==> src/rtl/i2c_reg_bridge.sv <==
// Register-file bridge behind an I2C target front end: toggle-handshake events
// from the I2C domain set a register pointer, write bytes, and step through reads.
module i2c_reg_bridge #(
    parameter int         NUM_REGS  = 8,
    parameter logic [7:0] RESET_VAL = 8'h00,
    localparam int        PW        = $clog2(NUM_REGS)
) (
    input  logic                  clk,
    input  logic                  rst_n,
    input  logic                  addr_toggle,
    input  logic                  rw,
    input  logic                  rx_toggle,
    input  logic [7:0]            rx_data,
    input  logic                  tx_toggle,
    output logic [7:0]            tx_data,
    output logic [8*NUM_REGS-1:0] regs_flat,
    output logic                  wr_strobe,
    output logic [PW-1:0]         wr_addr,
    output logic [PW-1:0]         ptr
);

    typedef enum logic [1:0] {
        IDLE    = 2'd0,
        GET_PTR = 2'd1,
        WRITE   = 2'd2,
        READ    = 2'd3
    } state_t;

    // Bit order in the toggle vectors: [0] addr, [1] rx, [2] tx.
    logic [2:0] tog_in;
    logic [2:0] sync1_q, sync1_d;
    logic [2:0] sync2_q, sync2_d;
    logic [2:0] prev_q, prev_d;
    logic [1:0] rw_sync_q, rw_sync_d;
    logic [2:0] evt;
    logic       addr_evt, rx_evt, tx_evt;

    state_t        state_q, state_d;
    logic [PW-1:0] ptr_q, ptr_d;
    logic [7:0]    regs_q [NUM_REGS];
    logic [7:0]    regs_d [NUM_REGS];
    logic [7:0]    tx_data_q, tx_data_d;
    logic          wr_strobe_q, wr_strobe_d;
    logic [PW-1:0] wr_addr_q, wr_addr_d;

    assign tog_in   = {tx_toggle, rx_toggle, addr_toggle};
    assign evt      = sync2_q ^ prev_q;
    assign addr_evt = evt[0];
    assign rx_evt   = evt[1];
    assign tx_evt   = evt[2];

    always_comb begin
        // NOTE: every combinational output gets a default before any branch, so no path can leave a latch behind.
        sync1_d     = tog_in;
        sync2_d     = sync1_q;
        prev_d      = sync2_q;
        rw_sync_d   = {rw_sync_q[0], rw};
        state_d     = state_q;
        ptr_d       = ptr_q;
        regs_d      = regs_q;
        wr_strobe_d = 1'b0;
        wr_addr_d   = wr_addr_q;
        tx_data_d   = regs_q[ptr_q];

        // A fresh address phase always restarts the transfer and swallows any same-cycle data event.
        if (addr_evt) begin
            state_d = rw_sync_q[1] ? READ : GET_PTR;
        end else begin
            unique case (state_q)
                IDLE: ;
                GET_PTR: begin
                    if (rx_evt) begin
                        ptr_d   = rx_data[PW-1:0];
                        state_d = WRITE;
                    end
                end
                WRITE: begin
                    if (rx_evt) begin
                        regs_d[ptr_q] = rx_data;
                        wr_strobe_d   = 1'b1;
                        wr_addr_d     = ptr_q;
                        ptr_d         = ptr_q + 1'b1;
                    end
                end
                READ: begin
                    if (tx_evt) ptr_d = ptr_q + 1'b1;
                end
                default: state_d = IDLE;
            endcase
        end
    end

    always_ff @(posedge clk or negedge rst_n) begin
        if (!rst_n) begin
            sync1_q     <= '0;
            sync2_q     <= '0;
            prev_q      <= '0;
            rw_sync_q   <= '0;
            state_q     <= IDLE;
            ptr_q       <= '0;
            // NOTE: the register file is visible on regs_flat and must come up defined, so every entry is reset here.
            for (int i = 0; i < NUM_REGS; i++) regs_q[i] <= RESET_VAL;
            tx_data_q   <= RESET_VAL;
            wr_strobe_q <= 1'b0;
            wr_addr_q   <= '0;
        end else begin
            // NOTE: state is updated with non-blocking assignments so every flop samples pre-edge values.
            sync1_q     <= sync1_d;
            sync2_q     <= sync2_d;
            prev_q      <= prev_d;
            rw_sync_q   <= rw_sync_d;
            state_q     <= state_d;
            ptr_q       <= ptr_d;
            regs_q      <= regs_d;
            tx_data_q   <= tx_data_d;
            wr_strobe_q <= wr_strobe_d;
            wr_addr_q   <= wr_addr_d;
        end
    end

    for (genvar k = 0; k < NUM_REGS; k++) begin : g_flat
        assign regs_flat[8*k +: 8] = regs_q[k];
    end

    assign tx_data   = tx_data_q;
    assign wr_strobe = wr_strobe_q;
    assign wr_addr   = wr_addr_q;
    assign ptr       = ptr_q;

endmodule

==> config.mk <==
export PLATFORM = sky130hd
export DESIGN_NAME = i2c_reg_bridge
export DESIGN_NICKNAME = d
export VERILOG_FILES = /design/src/rtl/i2c_reg_bridge.sv
export SDC_FILE = /design/constraint.sdc
export NUM_CORES = 1
export LEC_CHECK = 0
export ABC_AREA = 1
export CORE_MARGIN = 2
export CORE_UTILIZATION = 35
export DETAILED_ROUTE_END_ITERATION = 7
export PLACE_DENSITY_LB_ADDON = 0.3
export RECOVER_POWER = 50
export SLEW_MARGIN = 20
export SYNTH_ARGS = -nofsm -noshare
export SYNTH_HDL_FRONTEND = slang
export SYNTH_SLANG_ARGS = --single-unit
==> constraint.sdc <==
create_clock -name clk -period 1.25 [get_ports clk]
set_input_delay 0.375 -clock clk [delete_from_list [all_inputs] [get_ports clk]]
set_output_delay 0.375 -clock clk [all_outputs]
set_load 0.01 [all_outputs]
**Yosys cells after proc, flatten, opt, wreduce, memory -nomap -nowiden**

Cells that the tools add are included.
Widths: inputs -> output; s select.

- Bits in registers: 92
- Output and inout port bits: 79
- Input bits: 14
- Word-level logic and storage cells: 53

- Magnitude comparators: 2
- $add $sub $neg: 1
- Mux-type cells: 17
- Eq/ne operators: 6
- Bitwise logic cells: 3
- Reduce and logical (&&, ||, !) cells: 7

Operator list:

| operator | number |
|---|---|
| $bwmux 64 | 1 |
| $bmux 8 s3 | 1 |
| $demux 8 s3 | 1 |
| $mux 8 | 3 |
| $mux 3 | 3 |
| $pmux 3 s3 | 1 |
| $mux 2 | 4 |
| $ne 2x2->1 const B | 3 |
| $reduce_and 5->1 | 1 |
| $eq 2x2->1 const B | 2 |
| $ge 4x4->1 const B | 1 |
| $lt 4x1->1 const B | 1 |
| $not 3->4 | 1 |
| $reduce_bool 2->1 | 2 |
| $add 3x1->3 const B | 1 |
| $mux 1 | 3 |
| $reduce_and 3->1 | 1 |
| $reduce_bool 3->1 | 1 |
| $xor 3x3->3 | 1 |
| $eq 2x1->1 const B | 1 |
| $reduce_and 2->1 | 1 |
| $logic_and 1x1->1 | 1 |
| $not 1->1 | 1 |

**Depth between registers and ports, before layout**

- Depth after elaboration: 6
- Gate-level depth with buffers: 9
- Depth with buffers taken out: 8

**Worst setup path before layout**

No wires, ideal clock.

- Kind: register to register
- Start: reg ptr_q[0] (netlist: ptr[0])
- End: reg regs_q, in the netlist regs_flat[24]
- Path buffers: 2
- Cell stages (with the launch flop): 8
- Slack: -0.209 ns
- Library setup time: 0.118 ns
- Arrival: 1.341 ns
- Data required time: 1.132 ns
- Period minus slack after synthesis: 1.459 ns
- Path through: dfrtp_1 buf_4 inv_2 buf_2 nor2_4 nand3_1 nand2_1 nand2_1

- Longest elaborated chain between the ends: 6
- Elaborated cells on any way between the ends: 7
- Those cells by class: order compare (2); mux (3); bitwise (1); reduce/logical (1)

RTL lines:

| what | line | text |
|---|---|---|
| from (decl) | 39 | `logic [PW-1:0] ptr_q, ptr_d;` |
| from (signal assigned) | 113 | `ptr_q <= ptr_d;` |
| $not 3->4 (not written as such) (*) | 79 | `regs_d[ptr_q] = rx_data;` |
| $ge 4x4->1 (not written as such) or $lt 4x1->1 (tied branches) | 79 |  |
| $logic_and 1x1->1 (not written as such) | 79 |  |
| $mux 8 (not written as such) | 79 |  |
| $demux 8 s3 (*) | 79 |  |
| $bwmux 64 (*) | 79 |  |
| to (signal assigned) | 114 | `regs_q <= regs_d;` |
| to (decl) | 40 | `logic [7:0] regs_q [NUM_REGS];` |

Mark *: on every way between the ends. The rest lies on a longest branch, timed or not.
A chain may end at the register's enable or synchronous reset.

**Final worst setup path**

- Start: reg ptr_q[0] (netlist: ptr[0])
- End: out ptr[0]

RTL lines:

| what | line | text |
|---|---|---|
| to (decl) | 19 | `output logic [PW-1:0] ptr` |

No word-level cell between the ends.

==> flow_metrics.py <==
metrics = {
    "global_routing": {
        "grt_max_degree": 51,
        "grt_pass1_vias": 4579,
        "grt_pass1_wl_um": 23580,
        "grt-ovfl-total": 0,
        "track_usage": 0.2371,
        "antenna_found_initial": 0,
    },
    "clock_network": {
        "cts-root-buf": "clkbuf_16",
        "clock-sinks": 92,
        "cts_buffers": 9,
        "cts_max_path_buffers": 2,
        "cts_tree": "yes",
        "clk_latency_ns": 0.35,
        "htree_levels": 3,
        "path_clk_slew_ns": 0.07,
    },
    "pwr": {
        "power_frac_seq": 0.260,
        "pwr-share-clk": 0.180,
        "p_sw_mw": 7.143,
        "post-layout-total-power_mw": 18.68,
        "ir_drop_mv": 0.9432,
        "power_density_nw_per_um2": 2561,
        "p_leak_nw": 3.520,
        "p_sw_frac": 0.3825,
        "pwr-share-comb": 0.560,
        "p_int_mw": 11.53,
    },
    "yosys": {
        "synth_cell_types": 23,
        "synth-seq-cells": 92,
        "avgSynthCellArea_um2": 8.368,
        "synth_area_um2": 4259,
        "syn_nets": 524,
        "synth_warnings": 0,
        "synth-seq-area-share": 0.5405,
        "netlist_instances": 509,
    },
    "drt": {
        "vias_per_cell": 5.141,
        "wl_um": 15440,
        "drt_first_pass_iters": 5,
        "detail-route-antenna-nets": 0,
        "drtIter0Drc": 443,
        "top_layer": "met4",
        "wl_met3_um": 1182,
        "drc": 0,
        "met1Wirelength_um": 6463,
        "num_vias": 4704,
        "wl_met2_um": 7225,
        "detail_route.wl_per_cell_um": 16.87,
    },
    "placement": {
        "dp.cells": 846,
        "place_congestion": 0.9149,
        "pre_cts_slack_ns": -0.1596,
        "dp_hpwl_um": 10280,
        "io_buffer_count": 92,
    },
    "outcome": {
        "violations": "setup timing",
        "outcome": "finished, violations left",
    },
    "layout": {
        "fillers": 1026,
        "fin_cells": 915,
        "syn_to_final_growth_pct": 71.21,
        "final_core_util": 0.6096,
        "n_antenna_cell": 0,
        "nNetsFinal": 778,
        "drive_gt1_frac": 0.4570,
    },
    "timing": {
        "relSlewSlack": 0.2882,
        "hold_viol": 0,
        "worstMarginPinSlew_ns": 1.068,
        "rsz0062_at_grt": "yes",
        "finalCritPeriodShare": 1.133,
        "setup_viol": 113,
        "slew_violations": 0,
        "fmax_mhz": 706.4,
        "skew_ns": 0.008692,
        "worst_slack_ns": -0.1656,
        "finalCriticalPeriod_ns": 1.416,
    },
    "setup_path": {
        "critical_path_peak_fanout": 2,
        "rrSetupSlack_ns": -0.14,
        "required_ns": 0.88,
        "crit_type": "flip-flop to output pin",
        "start_kind": "flip-flop",
        "end_kind": "output pin",
        "crit_arrival_ns": 1.04,
    },
    "floorplanning": {
        "die_w_um": 114.3,
        "rows": 40,
        "die_area_um2": 13070,
        "initial_core_util": 0.3561,
        "core_um2": 11960,
        "die_h_um": 114.3,
        "io_pins": 93,
    },
    "hold_path": {
        "hold_class": "primary input to asynchronous set/reset pin",
    },
    "job": {
        "cap_violations": 0,
    },
}
layout by cell type, fill, tap and decap left out, drive strengths merged:
cell / netlist / routed
nor2: 66 / 66
bufinv: 0 / 4
clkbuf: 17 / 15
nand4: 72 / 72
nand3: 13 / 13
buf: 15 / 258
nand2: 173 / 173
ha: 1 / 1
inv: 20 / 20
clkinv: 0 / 1
or2: 2 / 2
a21oi: 1 / 1
clkdlybuf4s50: 0 / 12
dfrtp: 92 / 92
o211ai: 5 / 5
o21ai: 32 / 32
clkinvlp: 0 / 1
path summary, 6_finish.rpt:
kind	startpoint	to	depth (start not counted)
max	ptr[0]	ptr[0]	2
min	rst_n	sync1_q[1]	2
max reg2reg	ptr[0]	tx_data[4]	7
min reg2reg	sync1_q[2]	prev_d[2]	0
max in group asynchronous	rst_n	regs_flat[29]	2
min in group clk	sync1_q[2]	prev_d[2]	0
Yosys cell counts:
| master | number | area, um^2 |
|---|---|---|
| buf_4 | 7 | 52.55 |
| nand2_2 | 5 | 31.28 |
| nor2_2 | 6 | 37.54 |
| nand4_1 | 72 | 450.4 |
| nor2_4 | 2 | 22.52 |
| o211ai_1 | 5 | 37.54 |
| o21ai_1 | 3 | 15.01 |
| nand3_2 | 6 | 60.06 |
| nand3_1 | 7 | 35.03 |
| nand2_1 | 168 | 630.6 |
| inv_1 | 17 | 63.81 |
| a21oi_1 | 1 | 5.000 |
| nor2_1 | 57 | 214.0 |
| inv_2 | 3 | 11.26 |
| clkbuf_1 | 16 | 60.06 |
| o21ai_0 | 29 | 145.1 |
| buf_2 | 4 | 20.02 |
| nor2_8 | 1 | 20.02 |
| dfrtp_1 | 92 | 2302 |
| or2_2 | 2 | 12.51 |
| clkbuf_2 | 1 | 5.000 |
| buf_1 | 4 | 15.01 |
| ha_1 | 1 | 12.51 |
per-stage QoR:
| stage | area [um^2] | hold WS (ns) | TNS (ns) |
|---|---|---|---|
| floorplan | 4432 | 0.07941 | -3.997 |
| global placement | 6575 | 0.3350 | -6.075 |
| detailed placement | 6575 | 0.3389 | -7.600 |
| CTS | 6978 | 0.0002014 | -4.281 |
| global route | 7292 | 0.3063 | -12.89 |
| finish | 7292 | 0.2062 | -5.038 |
cell type report:
class | count | area (um^2) | share of cell area
Sequential cell | 92 | 2306 | 0.3162
Timing Repair Buffer | 275 | 2282 | 0.3130
Multi-Input combinational cell | 365 | 2052 | 0.2814
Clock buffer | 10 | 229.0 | 0.03140
Tap cell | 147 | 183.9 | 0.02522
Clock inverter | 6 | 136.4 | 0.01870
Inverter | 20 | 102.6 | 0.01407
power groups by stage:
stage               sequential [mW]  clock (mW)  combinational (mW)
CTS                            4.85        3.40                9.29
global placement               4.96           0                9.14
finish                         4.86        3.36                10.5
global route                   4.98        3.53                11.3
detailed placement             4.97           0                9.25
floorplan                      5.51           0                2.98
routing by layer:
| metal | GRT usage | vias up |
|---|---|---|
| li1 | - | 2233 |
| met1 | 0.3216 | 2218 |
| met2 | 0.3754 | 213 |
| met3 | 0.03706 | 40 |
| met4 | 0.1089 | 0 |
| met5 | 0 | - |
state kept, by name, summed over array words and instances (netlist names):
signal,cells
rw_sync_q,2
wr_addr,3
tx_data,8
sync1_q,3
regs_flat,64
ptr,3
wr_strobe,1
prev_q,3
state_q,2
prev_d,3
critical path, cell delays in order (launching register included):
cell and delay [ns]:
dfrtp_1 0.41, buf_4 0.15, buf_2 0.14
timing repair:
item                       in CTS  in global routing
cloned                          1                  2
hold buffers                    0                  0
gates resized for setup       366                 58
pin swaps                      25                 15
buffers inserted               36                 16
setup endpoints to repair     157                153
cell families (layout without fill, tap and decap cells):
group                    after synthesis  in the layout  synth area share
AO/OA/AOI/OAI                         38             38           0.04759
flip-flops                            92             92            0.5405
buffers and inverters                 52            311           0.05346
adder cells (fa/ha/maj)                1              1          0.002937
AND/OR/NAND/NOR                      326            326            0.3555
Power figures use the tool's default switching activity.
